--- config.mk ---
export PLATFORM = sky130hd
export DESIGN_NAME = wrr_arbiter
export DESIGN_NICKNAME = d
export VERILOG_FILES = /design/src/rtl/wrr_arbiter.sv
export SDC_FILE = /design/constraint.sdc
export NUM_CORES = 1
export LEC_CHECK = 0
export ABC_AREA = 1
export CAP_MARGIN = 20
export CORE_ASPECT_RATIO = 0.8
export CORE_MARGIN = 1.5
export CORE_UTILIZATION = 63
export DETAILED_ROUTE_END_ITERATION = 10
export DONT_BUFFER_PORTS = 1
export GPL_TIMING_DRIVEN = 1
export PLACE_DENSITY_LB_ADDON = 0.15
export SLEW_MARGIN = 0
export SYNTH_ARGS = -nofsm -noshare
export SYNTH_HDL_FRONTEND = slang
export SYNTH_SLANG_ARGS = --single-unit
--- constraint.sdc ---
create_clock -name clk -period 3.45 [get_ports clk]
set_clock_uncertainty 0.15 [all_clocks]
set_input_delay 0.5175 -clock clk [delete_from_list [all_inputs] [get_ports clk]]
set_output_delay 0.5175 -clock clk [all_outputs]
set_load 0.01 [all_outputs]
--- src/rtl/wrr_arbiter.sv ---
// wrr_arbiter: four-requester weighted round-robin arbiter.
// Each grant is held for up to max(weight,1) cycles. Rotation continues from the
// requester after the one that last released.
// Optional feature macro: WRR_LOCK_EN. When defined, 'lock' keeps the current grant
// past credit expiry for as long as that requester keeps requesting.
module wrr_arbiter #(
    parameter int CW = 4
) (
    input  logic            clk,
    input  logic            rst,
    input  logic [3:0]      req,
    input  logic [4*CW-1:0] weight_cfg,
    input  logic            cfg_load,
    input  logic            lock,
    output logic [3:0]      gnt,
    output logic [1:0]      gnt_id,
    output logic            busy
);

    typedef enum logic {
        IDLE  = 1'b0,
        GRANT = 1'b1
    } state_t;

    state_t         state_q, state_d;
    logic [3:0]     gnt_q, gnt_d;
    logic [1:0]     gnt_id_q, gnt_id_d;
    logic [1:0]     ptr_q, ptr_d;
    logic [CW-1:0]  credit_q, credit_d;
    logic           busy_q, busy_d;
    logic [CW-1:0]  weight_q [4];

    logic           doArb;
    logic [1:0]     arbPtr;
    logic [1:0]     winner;
    logic           holdLock;
    logic           releaseGrant;

`ifndef WRR_LOCK_EN
    // Without the lock feature the input has no effect on the grant logic.
    logic lock_unused;
    assign lock_unused = lock;
`endif

    // First set request bit, scanning circularly upward starting at p.
    function automatic logic [1:0] pickWinner(input logic [3:0] r, input logic [1:0] p);
        logic [1:0] idx;
        logic [1:0] win;
        logic       found;
        win   = p;
        found = 1'b0;
        for (int k = 0; k < 4; k++) begin
            idx = p + 2'(k);
            if (!found && r[idx]) begin
                win   = idx;
                found = 1'b1;
            end
        end
        return win;
    endfunction

    // A programmed weight of zero still earns one cycle of grant.
    function automatic logic [CW-1:0] effWeight(input logic [CW-1:0] w);
        return (w == '0) ? CW'(1) : w;
    endfunction

    // Weight registers: reset to 1, reloaded whenever cfg_load is high.
    always_ff @(posedge clk) begin
        if (rst) begin
            for (int i = 0; i < 4; i++) begin
                weight_q[i] <= CW'(1);
            end
        end else if (cfg_load) begin
            for (int i = 0; i < 4; i++) begin
                weight_q[i] <= weight_cfg[i*CW +: CW];
            end
        end
    end

    // Next-state logic: grant hold/release, credit count and same-edge re-arbitration.
    always_comb begin
        state_d      = state_q;
        gnt_d        = gnt_q;
        gnt_id_d     = gnt_id_q;
        ptr_d        = ptr_q;
        credit_d     = credit_q;
        doArb        = 1'b0;
        arbPtr       = ptr_q;
        winner       = 2'd0;
        holdLock     = 1'b0;
        releaseGrant = 1'b0;

        case (state_q)
            IDLE: begin
                if (|req) begin
                    doArb = 1'b1;
                end
            end
            GRANT: begin
`ifdef WRR_LOCK_EN
                holdLock = lock && req[gnt_id_q];
`endif
                if (!req[gnt_id_q]) begin
                    releaseGrant = 1'b1;
                end else if (credit_q == CW'(1)) begin
                    releaseGrant = !holdLock;
                end else begin
                    credit_d = credit_q - CW'(1);
                end

                if (releaseGrant) begin
                    // The releasing requester goes to the back of the rotation.
                    ptr_d  = gnt_id_q + 2'd1;
                    arbPtr = gnt_id_q + 2'd1;
                    if (|req) begin
                        doArb = 1'b1;
                    end else begin
                        state_d  = IDLE;
                        gnt_d    = 4'b0000;
                        credit_d = '0;
                    end
                end
            end
            default: begin
                state_d = IDLE;
                gnt_d   = 4'b0000;
            end
        endcase

        if (doArb) begin
            winner   = pickWinner(req, arbPtr);
            state_d  = GRANT;
            gnt_d    = 4'b0001 << winner;
            gnt_id_d = winner;
            credit_d = effWeight(weight_q[winner]);
        end

        busy_d = (gnt_d != 4'b0000);
    end

    // State, grant and pointer registers; reset wins over everything.
    always_ff @(posedge clk) begin
        if (rst) begin
            state_q  <= IDLE;
            gnt_q    <= 4'b0000;
            gnt_id_q <= 2'd0;
            ptr_q    <= 2'd0;
            credit_q <= '0;
            busy_q   <= 1'b0;
        end else begin
            state_q  <= state_d;
            gnt_q    <= gnt_d;
            gnt_id_q <= gnt_id_d;
            ptr_q    <= ptr_d;
            credit_q <= credit_d;
            busy_q   <= busy_d;
        end
    end

    assign gnt    = gnt_q;
    assign gnt_id = gnt_id_q;
    assign busy   = busy_q;

endmodule

* Word-level counts from Yosys, hierarchy flattened *
Memory sizes are Yosys's and may differ from the RTL's.
Index checks and enable logic that the tools add are counted.
Widths: inputs -> output; s select.

storage, ports and cells
  memories kept = 1
  output and inout port bits = 7
  register bits after elaboration = 14
  memory bits (writable) = 16
  bits of input ports = 24
  logic and storage cells = 85

memory list
  name      depth  width  read ports  clocked after Yosys merged registers in  wr ports  line  source
  weight_q  4      4      1           0                                        4         31    logic [CW-1:0] weight_q [4];

cells by class
  muxes and demuxes = 51
  equality and inequality tests = 1
  $add $sub $neg = 5
  bitwise gates (word level) = 5
  shift operators = 1
  $lt $le $gt $ge = 5
  reduce and logical (&&, ||, !) cells = 10

operators by type and width
  cell                 count
  $mux 4               15
  $mux 1               24
  $lt 2x3->1 const B   5
  $mux 2               6
  $bmux 1 s2           5
  $add 2x1->2 const B  2
  $add 2x2->2 const B  2
  $eq 4x1->1 const B   1
  $logic_not 4->1      1
  $or 1x1->1           4
  $reduce_bool 4->1    1
  $reduce_or 4->1      1
  $shl 1x2->4 const A  1
  $sub 4x1->4 const B  1
  $logic_and 1x1->1    3
  $logic_not 1->1      3
  $pmux 1 s2           1
  $reduce_bool 2->1    1
  $not 1->1            1

* Depth between registers and ports, before layout *
Gate-level depths: netlist of run 1.
An unclocked memory read counts as a cell.

  depth in word-level cells = 26
  gate-level depth with buffers = 25
  gate-level depth less buffers = 24

* Worst setup path before layout of run 1 *
No wires, ideal clock.

  path type = input port to flip-flop
  start point = input req[1]
  end point = register busy_q (netlist: busy)
  buffers on the path = 2
  data arrival time = 2.268 ns
  path slack = 0.899 ns
  cell stages on the path = 22
  setup time = 0.132 ns
  path through = inv_1 > nand2_1 > nand3_2 > nand2_4 > nand2_4 > nand2_4 > nand2_2 > nand2_2 > buf_6 > nand2_1 > nand2_1 > nand2_1 > nand2_1 > nor2_2 > nand3_2 > buf_6 > nand3_4 > nand2_4 > nand2_1 > nand2_1 > nor3_1 > a21oi_1

between the ends
  word-level cells in the longest chain between the ends = 25
  elaborated cells between the ends (all ways) = 43

RTL lines
  what                          line  source
  start: declaration            11    input logic [3:0] req,
  $bmux 1 s2                    103   if (!req[gnt_id_q]) begin
  $mux 1 (not written as such)  103
  $mux 1                        103
  $mux 1                        93    case (state_q)
  $mux 2                        --
  $mux 2                        93
  $bmux 1 s2                    54    if (!found && r[idx]) begin
  $mux 1 (not written as such)  54
  [... 9 more ...]              --
  $mux 1                        130   if (doArb) begin
  $logic_not 1->1               54
  $logic_and 1x1->1             54
  $mux 2                        54
  $mux 2                        130
  $shl 1x2->4                   133   gnt_d = 4'b0001 << winner;
  $mux 4 (*)                    130
  $reduce_bool 4->1 (*)         138   busy_d = (gnt_d != 4'b0000);
  end signal: assignment        156   busy_q <= busy_d;
  end: declaration              30    logic busy_q, busy_d;

Mark *: on every way between the ends. The rest lies on a longest branch, timed or not. The select of a mux whose other input is x is not followed.
A chain may end at the register's enable or synchronous reset.

* Worst setup path in the final report of run 1 *
  start point = register gnt_id_q[0] (netlist: gnt_id[0])
  end point = register credit_q[0]

between the ends
  word-level cells in the longest chain between the ends = 26
  elaborated cells between the ends (all ways) = 45

RTL lines
  what                          line  source
  start: declaration            27    logic [1:0] gnt_id_q, gnt_id_d;
  start signal: assignment      153   gnt_id_q <= gnt_id_d;
  $bmux 1 s2                    103
  $mux 1 (not written as such)  103
  $mux 1                        103
  $mux 1                        93
  $mux 2                        --
  $mux 2                        93
  $bmux 1 s2                    54
  $mux 1 (not written as such)  54
  [... 10 more ...]             --
  $logic_not 1->1               54
  $logic_and 1x1->1             54
  $mux 2                        54
  $mux 2                        130
  $mem_v2 4x4                   --
  $logic_not 4->1               64    return (w == '0) ? CW'(1) : w;
  $mux 4                        64
  $mux 4                        130
  end signal: assignment        155   credit_q <= credit_d;
  end: declaration              29    logic [CW-1:0] credit_q, credit_d;

Several ways; a longest one is shown, not always the timed one. The select of a mux whose other input is x is not followed.

==> results of run 1 <==
==> worst max-delay path: cells and delay by family, from the launching register on <==
family          cells  cell delay [ns]
simple gates       19             2.01
flops               1             0.50
buf+inv             2             0.17
compound gates      1             0.12
==> power by group through the flow <==
stage	Sequential, mW	Combinational (mW)	Clock [mW]
floorplan	0.508	1.12	0
global placement	0.522	1.26	0
detailed placement	0.522	1.29	0
CTS	0.515	1.30	0.264
global route	0.522	1.52	0.283
finish	0.516	1.30	0.258
==> final timing paths <==
path	from	endpoint	slack, ns	depth (start not counted)
max	gnt_id[0]	credit_q[0]	0.42	22
min reg2reg	credit_q[3]	credit_q[3]	0.36	2
max reg2reg	gnt_id[0]	credit_q[0]	0.42	22
min	rst	gnt[1]	0.15	1
==> stage by stage <==
step | util | instance area [sq um] | setup WS [ns] | hold WS (ns) | power (mW)
after floorplan | - | 1910 | 0.899 | 0.327 | 1.63
after global placement | 0.679 | 1920 | 0.506 | 0.350 | 1.78
after detailed placement | 0.679 | 1920 | 0.416 | 0.349 | 1.81
after CTS | 0.708 | 2000 | 0.423 | 0.138 | 2.08
after global routing | 0.708 | 2000 | 0.0364 | 0.136 | 2.32
final | 0.708 | 2000 | 0.424 | 0.148 | 2.07
==> cells by family after synthesis <==
kind of cell               after synthesis
AOI/OAI and AO/OA                       19
xor gates and xnor gates                 2
DFF                                     30
and+or+nand+nor                        167
adders and majority gates                2
buffers and inverters                   48
==> layout by cell type, fill, tap and decap left out, drive strengths merged <==
cell type    n
a211oi       1
a21boi       1
a21oi        6
a31oi        2
clkbuf       6
clkinv       2
dfxtp       14
edfxtp      16
ha           2
inv         43
nand2      101
nand3       27
nand3b       4
nor2        27
nor3         2
nor3b        1
nor4         1
o211ai       1
o21ai        7
o221ai       1
or2          4
xnor2        2
==> per-layer routing <==
metal	part of all wire	vias to the layer above	global-route usage	wire (microns)
met3	0.051	6	0.0710	165
met4	0.020	0	0.124	64
met5	0	-	0	0
met2	0.44	38	0.368	1450
met1	0.49	681	0.279	1590
li1	-	848	-	-
==> cell type report <==
cell class | count | area, sq um
multi-input combinational | 190 | 951
inverter | 43 | 161
clock inverter | 2 | 8.76
fill | 244 | 827
sequential | 30 | 761
tap | 38 | 47.5
clock buffer | 6 | 72.6
==> state kept, by name, indices dropped and copies added (netlist names) <==
signal / count
busy: 1
credit_q: 4
gnt: 4
gnt_id: 2
ptr_q: 2
state_q: 1
weight_q: 16
==> impl_metrics.toml, run 1 <==
[yosys]
synth_area_leaders = "edfxtp_1 (25%), nand2_1 (17%), dfxtp_1 (15%), inv_1 (7.6%), nand3_1 (6.0%)"
synth_fa_ha_area_frac = 0.0131
synth_top_area_frac = 0.251
synthXorXnorAreaFrac = 0.00915
syn_area_sq_um = 1910
synthesis.nets = 294
netlist.top_cell.by_area = "edfxtp_1"
yosysMostFrequentCell = "nand2_1"
synth_compound_area_frac = 0.0569
synthCells = 268
synth_mux_area_frac = 0
synth_ff_type = "edfxtp_1"
synth_cell_types = 31
netlist_top_cells_count = "nand2_1 (87), inv_1 (39), nor2_1 (24)"
ys_warn_count = 0
async_reset_ff_frac = 0
synth-seq-cells = 30
ys_seq_area_frac = 0.397
synth-edff-count = 16
synth_top_family_by_area = "simple AND/OR/NAND/NOR gates"
syn_avg_cell_area_sq_um = 7.14
synth-simple-area-share = 0.418

[cts]
root_buffer = "clkbuf_8"
path_clk_slew_ns = 0.06
cts.repair.resized = 0
cts_tree = "yes"
cts-buffers-inserted = 5
post_cts_buffers = 0
htreeDepth = 2
clkSinkCount = 30
clockBufferDepth = 2
clk_latency_ns = 0.28
cts_hold_buf = 0

[critical_path]
arrival_ns = 3.09
cp_slowest_cell = "dfxtp_1"
crit_top_cell = "nand2_1"
path_cells = "inv_2, nand2_1, nand3_2, nand2_4, nand2_4, nand2_4, nand2_2, nand2_2, nand2_1, nand3_1, nand2_1, nor2_4, nand3_2, nand2_1, nand2_2, nand2_4, inv_2, nand2_1, nand2_1, nor2_1, nand3_1, a21oi_1"
crit_fanout = 12
end_kind = "flip-flop"
crit_path_max_incr_delay_ns = 0.50
critPathLaunchType = "flip-flop"
required_ns = 3.52
crit_type = "flip-flop to flip-flop"

[placed_design]
gp_congestion = 0.866
place.port_buffers = 0
dp_hpwl_microns = 2520
dpl.cell_count = 301

[global_routing]
grt_max_degree = 17
overflow = 0
grt_pass1_wl_microns = 5730
grt_usage = 0.229
antenna_found_initial = 0
grt_pass1_vias = 1392

[timing]
finalHoldViolations = 0
fin_crit_sh = 0.877
rsz0062_at_grt = "no"
setup_viol = 0
slew_headroom = 0.606
final.min_clock_period_ns = 3.03
fmax_ghz = 0.331
worst_pin_slew_ns = 0.590
slew_viol_final = 0
fin_tns_setup_ns = 0

[floorplanning]
die_h_microns = 52.3
io_pins = 31
floorplan.initialDensity = 0.677
core_area_sq_um = 2830
die_w_microns = 64.6
floorplan.die_area_sq_um = 3380
rows = 17

[detailed_routing]
route.antenna.remaining_nets = 0
vias_per_cell = 5.09
drc = 0
drtPass1Iterations = 4
wl_per_cell_microns = 10.6
dr.first_iter.drc_count = 68
wirelength_microns = 3270
vias = 1573

[power_and_ir_drop]
clockPowerShare = 0.125
vdd_drop_max_mv = 0.447
p_sw_frac = 0.508
p_int_mw = 1.02
p_leak_nw = 0.975
p_switching_mw = 1.05
pwr_density_cell_nw_per_um2 = 1030
pwr-share-comb = 0.626
power_frac_seq = 0.249

[flow_run]
drv_cap = 0

[outcome]
status = "completed"

[finish]
nNetsFinal = 296
diodes = 0
stdcell_count = 309
drive_above_1_share = 0.129
syn_to_final_growth_pct = 4.58

[hold_path]
hold_path_class = "input port to flip-flop"
No activity file was read; power rests on OpenSTA's default activity.
==> inputs of run 2 (changes only) <==
Settings changed: BUFFER_PORTS_ARGS set to -buffer_cell sky130_fd_sc_hd__clkbuf_2, CORE_UTILIZATION 63 to 56, DONT_BUFFER_PORTS 1 to unset.
==> impl_metrics.toml, run 2 (same netlist as run 1, synthesis figures left out) <==
[outcome]
status = "completed"

[placed_design]
dpl.cell_count = 332
dp_hpwl_microns = 2740
gp_congestion = 0.884
place.port_buffers = 29
place_ws_ns = 0.253

[timing]
slew_viol_final = 0
final.min_clock_period_ns = 3.03
rsz0062_at_grt = "no"
layout_setup_ws_ns = 0.420
finalHoldViolations = 0
fin_crit_sh = 0.878
slew_headroom = 0.577
hold_slack_ns = 0.343
fin_tns_setup_ns = 0
worst_pin_slew_ns = 0.634
setup_viol = 0
fmax_ghz = 0.330

[power_and_ir_drop]
pwr_density_cell_nw_per_um2 = 1000
p_leak_nw = 1.10
vdd_drop_max_mv = 0.621
finalPower_mw = 2.16

[finish]
top_register = "weight_q"
drive_above_1_share = 0.217
fillers = 281
layout.cells.most_common_list = "nand2_1 (87), inv_1 (39), clkbuf_2 (29), nor2_1 (24), nand3_1 (23)"
nNetsFinal = 325
syn_to_final_growth_pct = 12.5
largest_reg_flops = 16
final_common_cell = "nand2_1"
stdcell_count = 340
diodes = 0

[critical_path]
critPathLaunchType = "flip-flop"
critPathLaunch = "gnt_id[0]"
crit_fanout = 12
end_kind = "flip-flop"
r2r_start = "gnt_id[0]"
crit_type = "flip-flop to flip-flop"
arrival_ns = 3.04
required_ns = 3.46

[global_routing]
overflow = 0
grt_pass1_wl_microns = 6440
grt_max_degree = 17
antenna_found_initial = 0
grt_pass1_vias = 1528
grt_usage = 0.225

[hold_path]
hold_path_class = "input port to flip-flop"
hold_start = "weight_cfg[12]"

[cts]
path_clk_slew_ns = 0.06
cts_tree = "yes"
root_buffer = "clkbuf_8"
htreeDepth = 2
clk_latency_ns = 0.28
cts-buffers-inserted = 5
cts.repair.resized = 0
cts_hold_buf = 0
clkSinkCount = 30
clockBufferDepth = 2
post_cts_buffers = 0

[detailed_routing]
wl_per_cell_microns = 11.3
wirelength_microns = 3840
vias_per_cell = 5.07
vias = 1724
dr.first_iter.drc_count = 96
drc = 0
route.antenna.remaining_nets = 0
drtPass1Iterations = 4

[floorplanning]
io_pins = 31
core_area_sq_um = 3180
die_w_microns = 68.4
floorplan.initialDensity = 0.603
rows = 18
floorplan.die_area_sq_um = 3780
die_h_microns = 55.3

[flow_run]
drv_cap = 0
==> run 2: changes by cell type in the layout (fill, tap and decap cells not counted), sizes merged <==
cell	previous run	this run
clkbuf	6	34
clkinvlp	0	1
==> run 2: layout make-up <==
class                   instances  area, sq um  share of cell area
clock inverters                 3         16.3             0.00755
multi-input cells             190          951               0.442
clock buffers                   5         68.8              0.0320
flip-flops and latches         30          761               0.353
repair buffers                 29          145              0.0674
well taps                      40         50.0              0.0232
inverters                      43          161              0.0750
==> run 2: final timing paths <==
kind	endpoint	slack, ns	cells after the start
setup / recovery	busy	0.42	19
hold / removal	weight_q[3][0]	0.34	2
setup reg to reg	busy	0.42	19
hold reg to reg	gnt[0]	0.34	2
==> run 2: where the power goes <==
group / switching, mW / internal [mW] / total (mW)
Sequential: 0.0524 / 0.449 / 0.501
Clock: 0.133 / 0.138 / 0.271
Combinational: 0.933 / 0.454 / 1.39
Total: 1.12 / 1.04 / 2.16
==> run 2: critical path: stages (launching register included) <==
cell	delay [ns]
dfxtp_1	0.45
inv_2	0.09
nand2_1	0.08
nand3_2	0.08
nand2_4	0.11
nand2_4	0.09
nand2_4	0.09
nand2_2	0.06
nand2_2	0.19
nand2_1	0.10
nand3_1	0.10
nand2_1	0.07
nor2_2	0.14
nand3_2	0.28
nand2_4	0.25
inv_2	0.05
nand2_1	0.09
o21ai_1	0.09
nor3_1	0.24
a21oi_1	0.09
==> run 2: metal layers <==
| metal | track usage | vias to the layer above | routed length, microns |
|---|---|---|---|
| met5 | 0 | - | 0 |
| met4 | 0.0743 | 0 | 60 |
| met3 | 0.0672 | 9 | 220 |
| met2 | 0.350 | 60 | 1780 |
| met1 | 0.298 | 750 | 1780 |
| li1 | - | 905 | - |
==> run 2: through the flow <==
stage	utilization	cell area (sq um)
after floorplan	-	1910
after global placement	0.651	2070
after detailed placement	0.651	2070
after CTS	0.678	2150
after global routing	0.678	2150
final	0.678	2150
